===== src/rtl/messbauer_seq_pkg.sv =====
// Shared state encodings and channel-mask bit positions for the run sequencer.
package messbauer_seq_pkg;

  localparam int unsigned STATE_W = 3;
  localparam int unsigned V1_BIT  = 0;
  localparam int unsigned V2_BIT  = 1;

  typedef enum logic [STATE_W-1:0] {
    IDLE  = 3'd0,
    HOLD  = 3'd1,
    SYNC  = 3'd2,
    RUN   = 3'd3,
    DONE  = 3'd4,
    ERROR = 3'd5
  } seq_state_e;

  function automatic logic is_busy(seq_state_e s);
    return (s == HOLD) || (s == SYNC) || (s == RUN);
  endfunction

  function automatic logic is_released(seq_state_e s);
    return (s == SYNC) || (s == RUN);
  endfunction

endpackage


===== src/rtl/messbauer_edge_detector.sv =====
// 1-bit rising-edge detector; clr forces the history flop low so a level
// already high when clr drops is reported as an edge.
module messbauer_edge_detector (
  input  logic clk,
  input  logic rst,
  input  logic clr,
  input  logic d,
  output logic rise_c
);

  logic prev_q;
  logic prev_d;

  always_comb begin
    prev_d = d;
    if (clr) prev_d = 1'b0;
  end

  always_ff @(posedge clk or posedge rst) begin
    if (rst) prev_q <= 1'b0;
    else     prev_q <= prev_d;
  end

  assign rise_c = d & ~prev_q;

endmodule


===== src/rtl/messbauer_run_sequencer.sv =====
// Commanded run controller for the v1/v2 messbauer generators: hold in reset,
// release, count reference frames, re-assert reset. Watchdog: MESSBAUER_SEQ_WATCHDOG_EN.
module messbauer_run_sequencer #(
  parameter int unsigned RESET_HOLD_CYCLES = 16,
  parameter int unsigned FRAMES_WIDTH      = 16,
  parameter int unsigned TIMEOUT_CYCLES    = 16777216
) (
  input  logic                    aclk,
  input  logic                    areset,
  input  logic                    cmd_run,
  input  logic                    cmd_abort,
  input  logic [1:0]              channel_mask,
  input  logic [FRAMES_WIDTH-1:0] frames_target,
  input  logic                    v1_start_in,
  input  logic                    v2_start_in,
  output logic                    v1_areset_n,
  output logic                    v2_areset_n,
  output logic                    busy,
  output logic                    done,
  output logic                    error,
  output logic [FRAMES_WIDTH-1:0] frames_count,
  output logic [2:0]              state
);

  import messbauer_seq_pkg::*;

  localparam int unsigned HOLD_W = $clog2(RESET_HOLD_CYCLES + 1);

  seq_state_e              state_q,   state_d;
  logic [HOLD_W-1:0]       hold_q,    hold_d;
  logic [1:0]              mask_q,    mask_d;
  logic [FRAMES_WIDTH-1:0] target_q,  target_d;
  logic [FRAMES_WIDTH-1:0] frames_q,  frames_d;
  logic                    v1_rst_n_q, v1_rst_n_d;
  logic                    v2_rst_n_q, v2_rst_n_d;
  logic                    busy_q,    busy_d;
  logic                    done_q,    done_d;
  logic                    error_q,   error_d;

  logic v1_rise_c;
  logic v2_rise_c;
  logic ref_rise_c;
  logic run_ok_c;
  logic hist_clr_c;

  assign hist_clr_c = (state_q == HOLD);

  messbauer_edge_detector u_v1_edge (
    .clk    (aclk),
    .rst    (areset),
    .clr    (hist_clr_c),
    .d      (v1_start_in),
    .rise_c (v1_rise_c)
  );

  messbauer_edge_detector u_v2_edge (
    .clk    (aclk),
    .rst    (areset),
    .clr    (hist_clr_c),
    .d      (v2_start_in),
    .rise_c (v2_rise_c)
  );

  // v1 is the frame reference whenever it takes part in the run
  assign ref_rise_c = mask_q[V1_BIT] ? v1_rise_c : v2_rise_c;
  assign run_ok_c   = cmd_run & ~cmd_abort & (|channel_mask);

`ifdef MESSBAUER_SEQ_WATCHDOG_EN
  localparam int unsigned WD_W = $clog2(TIMEOUT_CYCLES + 1);
  logic [WD_W-1:0] wd_q, wd_d;
`else
  logic unused_timeout;
  assign unused_timeout = |32'(TIMEOUT_CYCLES);
`endif

  always_comb begin
    state_d  = state_q;
    hold_d   = hold_q;
    mask_d   = mask_q;
    target_d = target_q;
    frames_d = frames_q;
`ifdef MESSBAUER_SEQ_WATCHDOG_EN
    wd_d     = '0;
`endif

    unique case (state_q)
      IDLE: begin
        if (run_ok_c) begin
          mask_d   = channel_mask;
          target_d = frames_target;
          frames_d = '0;
          hold_d   = '0;
          state_d  = HOLD;
        end
      end
      HOLD: begin
        if (hold_q == HOLD_W'(RESET_HOLD_CYCLES)) state_d = SYNC;
        else                                      hold_d  = hold_q + HOLD_W'(1);
      end
      SYNC: begin
        if (ref_rise_c) state_d = RUN;
      end
      RUN: begin
        if (ref_rise_c) begin
          frames_d = frames_q + FRAMES_WIDTH'(1);
          if ((target_q != '0) && (frames_d == target_q)) state_d = DONE;
        end
      end
      DONE: state_d = IDLE;
`ifdef MESSBAUER_SEQ_WATCHDOG_EN
      ERROR: begin
        if (run_ok_c) begin
          mask_d   = channel_mask;
          target_d = frames_target;
          frames_d = '0;
          hold_d   = '0;
          state_d  = HOLD;
        end
      end
`endif
      default: state_d = IDLE;
    endcase

`ifdef MESSBAUER_SEQ_WATCHDOG_EN
    // Cycles since the last reference edge while the generators should be running
    if (is_released(state_q) && !ref_rise_c) begin
      if (wd_q == WD_W'(TIMEOUT_CYCLES - 1)) state_d = ERROR;
      else                                   wd_d    = wd_q + WD_W'(1);
    end
`endif

    // Abort overrides everything, including a same-cycle frame edge
    if (cmd_abort) begin
      state_d  = IDLE;
      frames_d = frames_q;
    end

    busy_d     = is_busy(state_d);
    done_d     = (state_d == DONE);
    v1_rst_n_d = is_released(state_d) & mask_d[V1_BIT];
    v2_rst_n_d = is_released(state_d) & mask_d[V2_BIT];
`ifdef MESSBAUER_SEQ_WATCHDOG_EN
    error_d    = (state_d == ERROR);
`else
    error_d    = 1'b0;
`endif
  end

  always_ff @(posedge aclk or posedge areset) begin
    if (areset) begin
      state_q    <= IDLE;
      hold_q     <= '0;
      mask_q     <= '0;
      target_q   <= '0;
      frames_q   <= '0;
      v1_rst_n_q <= 1'b0;
      v2_rst_n_q <= 1'b0;
      busy_q     <= 1'b0;
      done_q     <= 1'b0;
      error_q    <= 1'b0;
`ifdef MESSBAUER_SEQ_WATCHDOG_EN
      wd_q       <= '0;
`endif
    end else begin
      state_q    <= state_d;
      hold_q     <= hold_d;
      mask_q     <= mask_d;
      target_q   <= target_d;
      frames_q   <= frames_d;
      v1_rst_n_q <= v1_rst_n_d;
      v2_rst_n_q <= v2_rst_n_d;
      busy_q     <= busy_d;
      done_q     <= done_d;
      error_q    <= error_d;
`ifdef MESSBAUER_SEQ_WATCHDOG_EN
      wd_q       <= wd_d;
`endif
    end
  end

  assign v1_areset_n  = v1_rst_n_q;
  assign v2_areset_n  = v2_rst_n_q;
  assign busy         = busy_q;
  assign done         = done_q;
  assign error        = error_q;
  assign frames_count = frames_q;
  assign state        = state_q;

endmodule


===== config.mk =====
export PLATFORM = sky130hd
export DESIGN_NAME = messbauer_run_sequencer
export DESIGN_NICKNAME = d
export VERILOG_FILES = /design/src/rtl/messbauer_seq_pkg.sv /design/src/rtl/messbauer_edge_detector.sv /design/src/rtl/messbauer_run_sequencer.sv
export SDC_FILE = /design/constraint.sdc
export NUM_CORES = 1
export LEC_CHECK = 0
export BUFFER_PORTS_ARGS = -buffer_cell sky130_fd_sc_hd__buf_4
export CAP_MARGIN = 20
export CORE_UTILIZATION = 50
export CTS_CLUSTER_DIAMETER = 150
export DETAILED_ROUTE_END_ITERATION = 16
export PLACE_DENSITY = 0.71
export SETUP_SLACK_MARGIN = 0.5
export SLEW_MARGIN = 15
export SYNTH_ARGS = -nofsm -noshare
export SYNTH_HDL_FRONTEND = slang
export SYNTH_SLANG_ARGS = --single-unit

===== constraint.sdc =====
create_clock -name aclk -period 2.6 [get_ports aclk]
set_clock_uncertainty 0.2 [all_clocks]
set_input_delay 0.39 -clock aclk [delete_from_list [all_inputs] [get_ports aclk]]
set_output_delay 0.39 -clock aclk [all_outputs]
set_load 0.03 [all_outputs]

==> out/summary.md, run 1 <==
The flow ran to the end, and the final reports show no timing, DRC or antenna violations. The tools report the number of buffers added by the clock tree synthesis step as 5. Die extent in y: 75.9 µm.

The most used flip-flop cell after synthesis is dfrtp_1. Ranked by total cell area, the synthesized netlist is headed by dfrtp_1 (44%), mux2_2 (6.6%), o21ai_0 (4.4%), nand2_1 (3.0%), nor2_1 (2.9%). In the final design database the tool counted 374 nets.

Before antenna repair, the detailed router went through 4 iterations. At the pin with the least slew margin, the transition time is 0.609 ns. Each instance of the synthesized netlist takes up on average 9.69 µm². The tools report the TritonCTS sink count as 48.

The maximum buffer depth of the clock tree was 2; the sequential-to-total area share from yosys stat was 43.9%. The count of final hold-check violations was 0. The synthesized design spends more area on one cell type than any other, namely dfrtp_1.

The type of the worst setup path is flop to flop. The pin count of the biggest net entering global routing is 28. The clock tree root driver cell was clkbuf_8.

After detailed routing, the number of vias per cell comes to 5.78. Layout overhead on the synthesized area: 32.8%. In this run the tightest slew margin relative to its limit is 59.4%.

The number of cells on the worst reg-to-reg path is 8. The share of synthesized flip-flops with an asynchronous set or reset was 100%. The areal power density over the cells was 548 nW/µm². 48 I/O pins were placed.

The highest fanout seen on the critical path is 5. The total number of H-tree levels was 2; the static leakage was 1.61 nW. The run gives 417 MHz as the maximum frequency from static timing analysis.

After global routing the overflow that remains totals 0. In this run the horizontal extent of the chip is 75.9 µm. Via count of the first global-routing pass: 2327. The first global-routing pass estimated 11600 µm of wire. For the routed via count, the log shows 2409. For the worst hold slack after final layout, the log shows 0.114 ns.

The tools report the worst path arrival time as 2.39 ns. Type of the most critical hold path: input pin to flop. Number of core rows: 26. For the worst setup path, the data required time is 2.59 ns. The total wire length after detailed routing is 7150 µm. The die covers 5770 µm².

Yosys printed 0 warnings. The floorplan step defined a core boundary enclosing 5170 µm². Counting every instance in the synthesized netlist gives 282. In the routed design, unresolved DRC markers number 0. The synthesized design contains 0 enable-type register cells. The total global-route track usage was 25.7%. For the final routed database, the setup TNS stands at 0 ns.

The worst path in the final design needs a cycle of 2.40 ns, including I/O delays and setup. TritonCTS built the clock tree. The placed cell count was 389; the number of instances on the worst hold path was 2. Synthesis instantiated 52 different standard cells from the library. The run gives 2730 µm² as the total standard cell area after synthesis. Dividing the detail-routed wire length by the instance count gives 17.1 µm. The run gives 208 as the detailed router's first-iteration violation count. Excluding fillers, the count of instances in the completed layout stands at 417. Max-cap violations in this run came to 0. Dividing the final minimum period by the clock period gives 92.1%. The post-route netlist has 41.8% of its cells at a drive strength greater than 1. The later pin in the worst-skew pair is clocked with a latency of 0.30 ns. The synthesized design devotes to its leading area cell type 43.9% of total area.

The number of antenna cells inserted is 0. The worst setup path is captured at a flop. IR analysis of the VDD net gives a maximum drop of 0.000541 V. The total nets after synthesis is 309.

Synthesis inferred 48 register bits. The post-CTS clock slew at the launch and capture registers of the worst setup and hold paths is 0.09 ns, and the count of final max-slew check failures is 0. Routability-driven placement finished with a final weighted congestion of 0.857. Setup repair after global routing could not meet its margin everywhere. The count of nets left with antenna violations once routing finished came out at 0. STA classifies the critical path startpoint as a flop. Setup violations remaining at the end of the flow were counted as 0. The number of I/O port buffers is 46.

The initial antenna violation count is 0. The initial utilization of the core area, before any placement, comes to 52.9%. Post-DP HPWL: 4690 µm.
## final timing paths
check	startpoint	end	slack [ns]
setup / recovery	frames_count[1]	state[0]	0.20
hold / removal	frames_target[9]	target_q[9]	0.11
setup reg to reg	frames_count[1]	state[0]	0.20
hold reg to reg	mask_q[1]	mask_q[1]	0.31
max in group asynchronous	areset	frames_count[10]	1.14
min in group asynchronous	areset	mask_q[0]	0.52
## power by group
part / internal, mW / leakage, nW / switching, mW
Combinational: 0.220 / 0.941 / 0.193
Sequential: 0.835 / 0.606 / 0.117
Clock: 0.378 / 0.0642 / 0.248
Total: 1.43 / 1.61 / 0.558
## state kept, by name (all words and copies together), names as in the netlist
register	cells
mask_q	2
u_v1_edge.prev_q	1
done	1
busy	1
v1_areset_n	1
hold_q	5
v2_areset_n	1
state	3
frames_count	16
target_q	16
u_v2_edge.prev_q	1
## cells in the mapped netlist, types with 2 or more instances
cell type / instances
nand3b_1: 3
nand2b_1: 6
and4_4: 4
clkbuf_1: 7
dfrtp_1: 48
ha_1: 3
nand2_1: 22
buf_2: 3
nand4_1: 4
o21ai_0: 24
inv_1: 7
and3_1: 6
o22ai_1: 3
a21oi_1: 9
mux2_2: 16
nor3_1: 4
nor2_1: 21
xnor2_1: 9
o31ai_1: 6
nand3_1: 11
o31a_1: 2
xor2_1: 9
a211oi_1: 2
nor2b_1: 4
buf_4: 5
a31oi_1: 7
a2bb2oi_1: 2
mux2i_1: 5
o41ai_1: 2
nor4_1: 6
## what timing repair did
item | 4_1_cts | 5_1_grt
pin swaps | 11 | 8
gates resized for setup | 15 | 27
hold endpoints to repair | 26 | 0
setup buffers | 15 | 5
endpoints found under the setup margin | 31 | 38
hold buffers | 1 | 0
## cell families (layout without fill, tap and decap cells)
group / Yosys count / after routing / synth area share, %
simple gates: 102 / 102 / 20.4
compound gates: 66 / 66 / 15.7
flops: 48 / 48 / 43.9
buf+inv: 23 / 88 / 4.26
mux: 21 / 21 / 8.42
xor+xnor: 18 / 18 / 5.77
fa+ha+maj: 3 / 3 / 1.37
other cells: 1 / 1 / 0.137
## cells in the final DEF (no fill, tap or decap), types with 2 or more instances in the layout
master | synthesis | layout
mux2i_1 | 5 | 5
a21oi_1 | 9 | 8
ha_1 | 3 | 2
a31oi_1 | 7 | 7
xnor2_1 | 9 | 4
a211oi_1 | 2 | 2
buf_4 | 5 | 71
o31ai_1 | 6 | 3
o22ai_1 | 3 | 3
xnor2_2 | 0 | 4
o41ai_2 | 0 | 2
o21ai_1 | 0 | 10
nand3b_1 | 3 | 3
nand4_1 | 4 | 4
nand3_1 | 11 | 11
nand2_1 | 22 | 22
xor2_1 | 9 | 9
nor2_1 | 21 | 20
inv_1 | 7 | 6
and3_1 | 6 | 4
o21ai_0 | 24 | 14
mux2_2 | 16 | 16
buf_12 | 0 | 2
dfrtp_2 | 0 | 11
nor4_1 | 6 | 5
bufinv_16 | 0 | 2
o31a_1 | 2 | 2
nor3_1 | 4 | 3
dfrtp_1 | 48 | 37
clkbuf_8 | 0 | 5
o31ai_2 | 0 | 3
nor2_4 | 0 | 2
and4_4 | 4 | 5
nor2b_1 | 4 | 3
nand2b_1 | 6 | 5
## per-stage QoR
stage | cell area [µm²] | total power [mW] | setup slack [ns] | util, %
6_report | 3630 | 1.99 | 0.204 | 70.2
4_1_cts | 3500 | 1.96 | 0.353 | 67.7
5_1_grt | 3630 | 2.10 | 0.126 | 70.2
2_1_floorplan | 2770 | 1.19 | 0.231 | -
3_5_place_dp | 3180 | 1.32 | 0.224 | 61.6
3_3_place_gp | 3180 | 1.30 | 0.273 | 61.6
## layer usage
layer	part of all wire (%)	up-vias	global-route usage [%]
li1	-	1159	-
met1	43	1152	34.1
met2	49	87	41.2
met3	6.3	11	5.54
met4	1.7	0	10.4
met5	0	-	0
## layout make-up
cell class / count / area, µm²
Sequential cell: 48 / 1210
Fill cell: 383 / 1540
Timing Repair Buffer: 74 / 583
Tap cell: 70 / 87.6
Clock inverter: 2 / 60.1
Multi-Input combinational cell: 211 / 1590
Inverter: 7 / 26.3
Clock buffer: 5 / 68.8
## worst max-delay path: stages, from the launching register on
cell and delay [ns]:
dfrtp_2 0.42, ha_4 0.18, and3_4 0.20, and4_4 0.24, mux2i_1 0.09, mux2i_1 0.24
o211ai_2 0.18, o31a_1 0.31, o31a_1 0.23
Power figures use the tool's default switching activity.
==> run 2, diff against run 1 <==
Settings changed: GPL_TIMING_DRIVEN set to 0, PLACE_DENSITY 0.71 to 0.79.
==> run 2 against run 1 <==
  * Combinational power fell by 4.8%
  * Die area did not move
  * Setup slack got worse by 0.050 ns
  * Sequential share of layout area rose by 0.67 points
  * Critical path type unchanged
  * Critical endpoint unchanged
  * Largest power group unchanged
  * Highest routed layer unchanged
==> out/summary.md, run 2 (same netlist as run 1, synthesis figures left out) <==
The die extent in y works out to 75.9 µm (unchanged). The post-DP HPWL came out at 4690 µm (about the same). The placed cell count came out at 399 (+2.6%). The number of iterations in the first detailed-routing pass came out at 4 (unchanged). The run gives 0 (unchanged) as the final number of setup-violating endpoints. The worst setup path is of the flop to flop kind.

The logs give 2.44 ns (+0.05 ns) for the worst path arrival time and 2 (unchanged) for the maximum buffer depth of the clock tree. Most common cell after layout, fill and taps aside: buf_4. The run gives 0 (unchanged) as the number of antenna cells inserted. Setup repair after global routing could not meet its margin everywhere.

CTS placed an instance of clkbuf_8 at the clock tree root. For the post-detailed-route count of antenna-violating nets, the log shows 0 (unchanged). For the data required time of the worst path, the log shows 2.59 ns (about the same). The width of the die came out at 75.9 µm (unchanged).

Leaving out fill and tap cells, the most frequent cells in the layout are buf_4 (63), dfrtp_1 (39), o21ai_0 (24). The via count of the first global-routing pass was 2291 (-1.5%). The largest voltage drop on the vdd net was 0.000469 V (-13%); the final cycle utilization of the critical path was 94.1% (+1.9 points). For the final total power, the log shows 1.87 mW (-6.2%). In this run the critical register-to-register path is launched from frames_count[0]. The logs give 1.57 nW (-2.7%) for the static leakage and 5770 µm² (unchanged) for the total die area. The run finished with clean final reports. Critical path startpoint: frames_count[0]. Count of unresolved DRC violations after routing: 0 (unchanged).

The area of the core region was 5170 µm² (unchanged). The logs give 48 (unchanged) for the I/O pin count and 420 (+0.72%) for the final non-filler cell total. The fill cell instance count of the final layout was 389 (+1.6%); the maximum frequency from static timing analysis was 409 MHz (-2.1%).

The worst setup path is launched from a flop. The layout cell share with drive strength beyond 1 was 38.3% (-3.5 points); the post-detailed-route wirelength per cell was 15.9 µm (-7.3%). For the number of buffers added by the clock tree synthesis step, the log shows 5 (unchanged). The count of final max-slew check failures is 0 (unchanged), and the aggregate negative setup slack is 0 ns (unchanged). The total wire length after detailed routing was 6670 µm (-6.7%).

The TritonCTS sink count was 48 (unchanged); the minimum clock period after layout was 2.45 ns (+0.0503 ns). For the final global-route overflow total, the log shows 0 (unchanged). The startpoint identified for the worst hold timing path is frames_target[13]. The worst slew margin relative to its limit came out at 64.8% (+5.5 points). The logs give 0 (unchanged) for the count of final hold-check violations and 0.30 ns (about the same) for the clock latency of the later-clocked register in the worst-skew pair. The pin count of the biggest net entering global routing is 26 (-7.1%). The post-CTS clock slew at the launch and capture registers of the worst setup and hold paths is 0.09 ns (about the same). TritonCTS built the clock tree.

The number of I/O port buffers was 46 (unchanged); the routed via count was 2432 (+0.95%). In this run the worst hold path is classified as input pin to flop. The number of core rows was 26 (unchanged); the initial antenna violation count was 0 (unchanged). The global-route wire length before repair came out at 10800 µm (-6.8%). The net count reported at finish is 376 (+0.53%), and the number of max-cap violations is 0 (unchanged).

The areal power density over the cells was 526 nW/µm² (-4.1%); the total number of H-tree levels was 2 (unchanged). The detail-routed via count per cell came out at 5.79 (+0.23%). The total global-route track usage is 23.7% (-2.0 points). The run gives 0.843 (-1.5%) as the global placer's final weighted congestion. The worst setup path is captured at a flop. The area of the multi-input gates was 1540 µm² (-3.5%). The register cell area after layout was 1210 µm² (-0.21%); the layout overhead on the synthesized area was 29.9%. The initial cell density of the core was 52.9% (unchanged); the highest fanout seen on the critical path was 4 (-1).

The run gives 219 (+5.3%) as the detailed router's first-iteration violation count. The transition time at the pin with the least slew margin works out to 0.527 ns (-0.0822 ns).
[run 2: path summary, 6_finish.rpt]
kind,endpoint,slack [ns],depth (start not counted)
worst max-delay path,state[0],0.15,9
max in group asynchronous,frames_count[0],1.19,4
min in group asynchronous,hold_q[1],0.47,3
worst min-delay path,target_q[13],0.12,2
worst min register to register,mask_q[1],0.31,2
worst max register to register,state[0],0.15,9
[run 2: area by class of cell]
cell class | instances | area share, %
timing repair buffer | 60 | 13.1
multi-input combinational | 211 | 43.2
clock inverter | 2 | 0.986
tap | 70 | 2.47
sequential | 48 | 34.1
inverter | 7 | 0.740
clock buffer | 6 | 2.04
buffer | 16 | 3.31
[run 2: what timing repair did]
action / in CTS / in global routing
buffers inserted: 9 / 3
pin swaps: 5 / 12
endpoints found under the setup margin: 38 / 43
hold buffers: 1 / 0
gates resized for setup: 12 / 18
hold endpoints to repair: 23 / 0
[run 2: power by group]
part | switching [mW] | total, mW | internal (mW) | leakage (nW)
Clock | 0.245 | 0.530 | 0.286 | 0.0552
Combinational | 0.184 | 0.393 | 0.210 | 0.902
Sequential | 0.110 | 0.945 | 0.835 | 0.609
Total | 0.538 | 1.87 | 1.33 | 1.57
[run 2: critical path, stage by stage (launching register included)]
cell and delay, ns:
dfrtp_2 0.45, ha_4 0.19, buf_4 0.14, xor2_1 0.18, nor3b_2 0.23, a31oi_2 0.08, a221oi_2 0.25, nand2_2 0.11
o31a_1 0.29, o31a_1 0.23
[run 2: layer usage]
| metal | global-route usage (%) | up-vias | routed length [µm] |
|---|---|---|---|
| met2 | 37.2 | 97 | 3140 |
| met5 | 0 | - | 0 |
| met4 | 7.31 | 0 | 103 |
| li1 | - | 1154 | - |
| met3 | 6.02 | 12 | 420 |
| met1 | 32.3 | 1169 | 3000 |
[run 2: per-stage QoR]
step	hold WS, ns	util (%)	area [µm²]	setup slack, ns
floorplan	0.247	-	2770	0.231
global placement	0.268	61.9	3200	0.109
detailed placement	0.263	62.3	3220	0.137
CTS	0.113	66.5	3440	0.243
global route	0.106	68.7	3550	0.0961
finish	0.118	68.7	3550	0.154
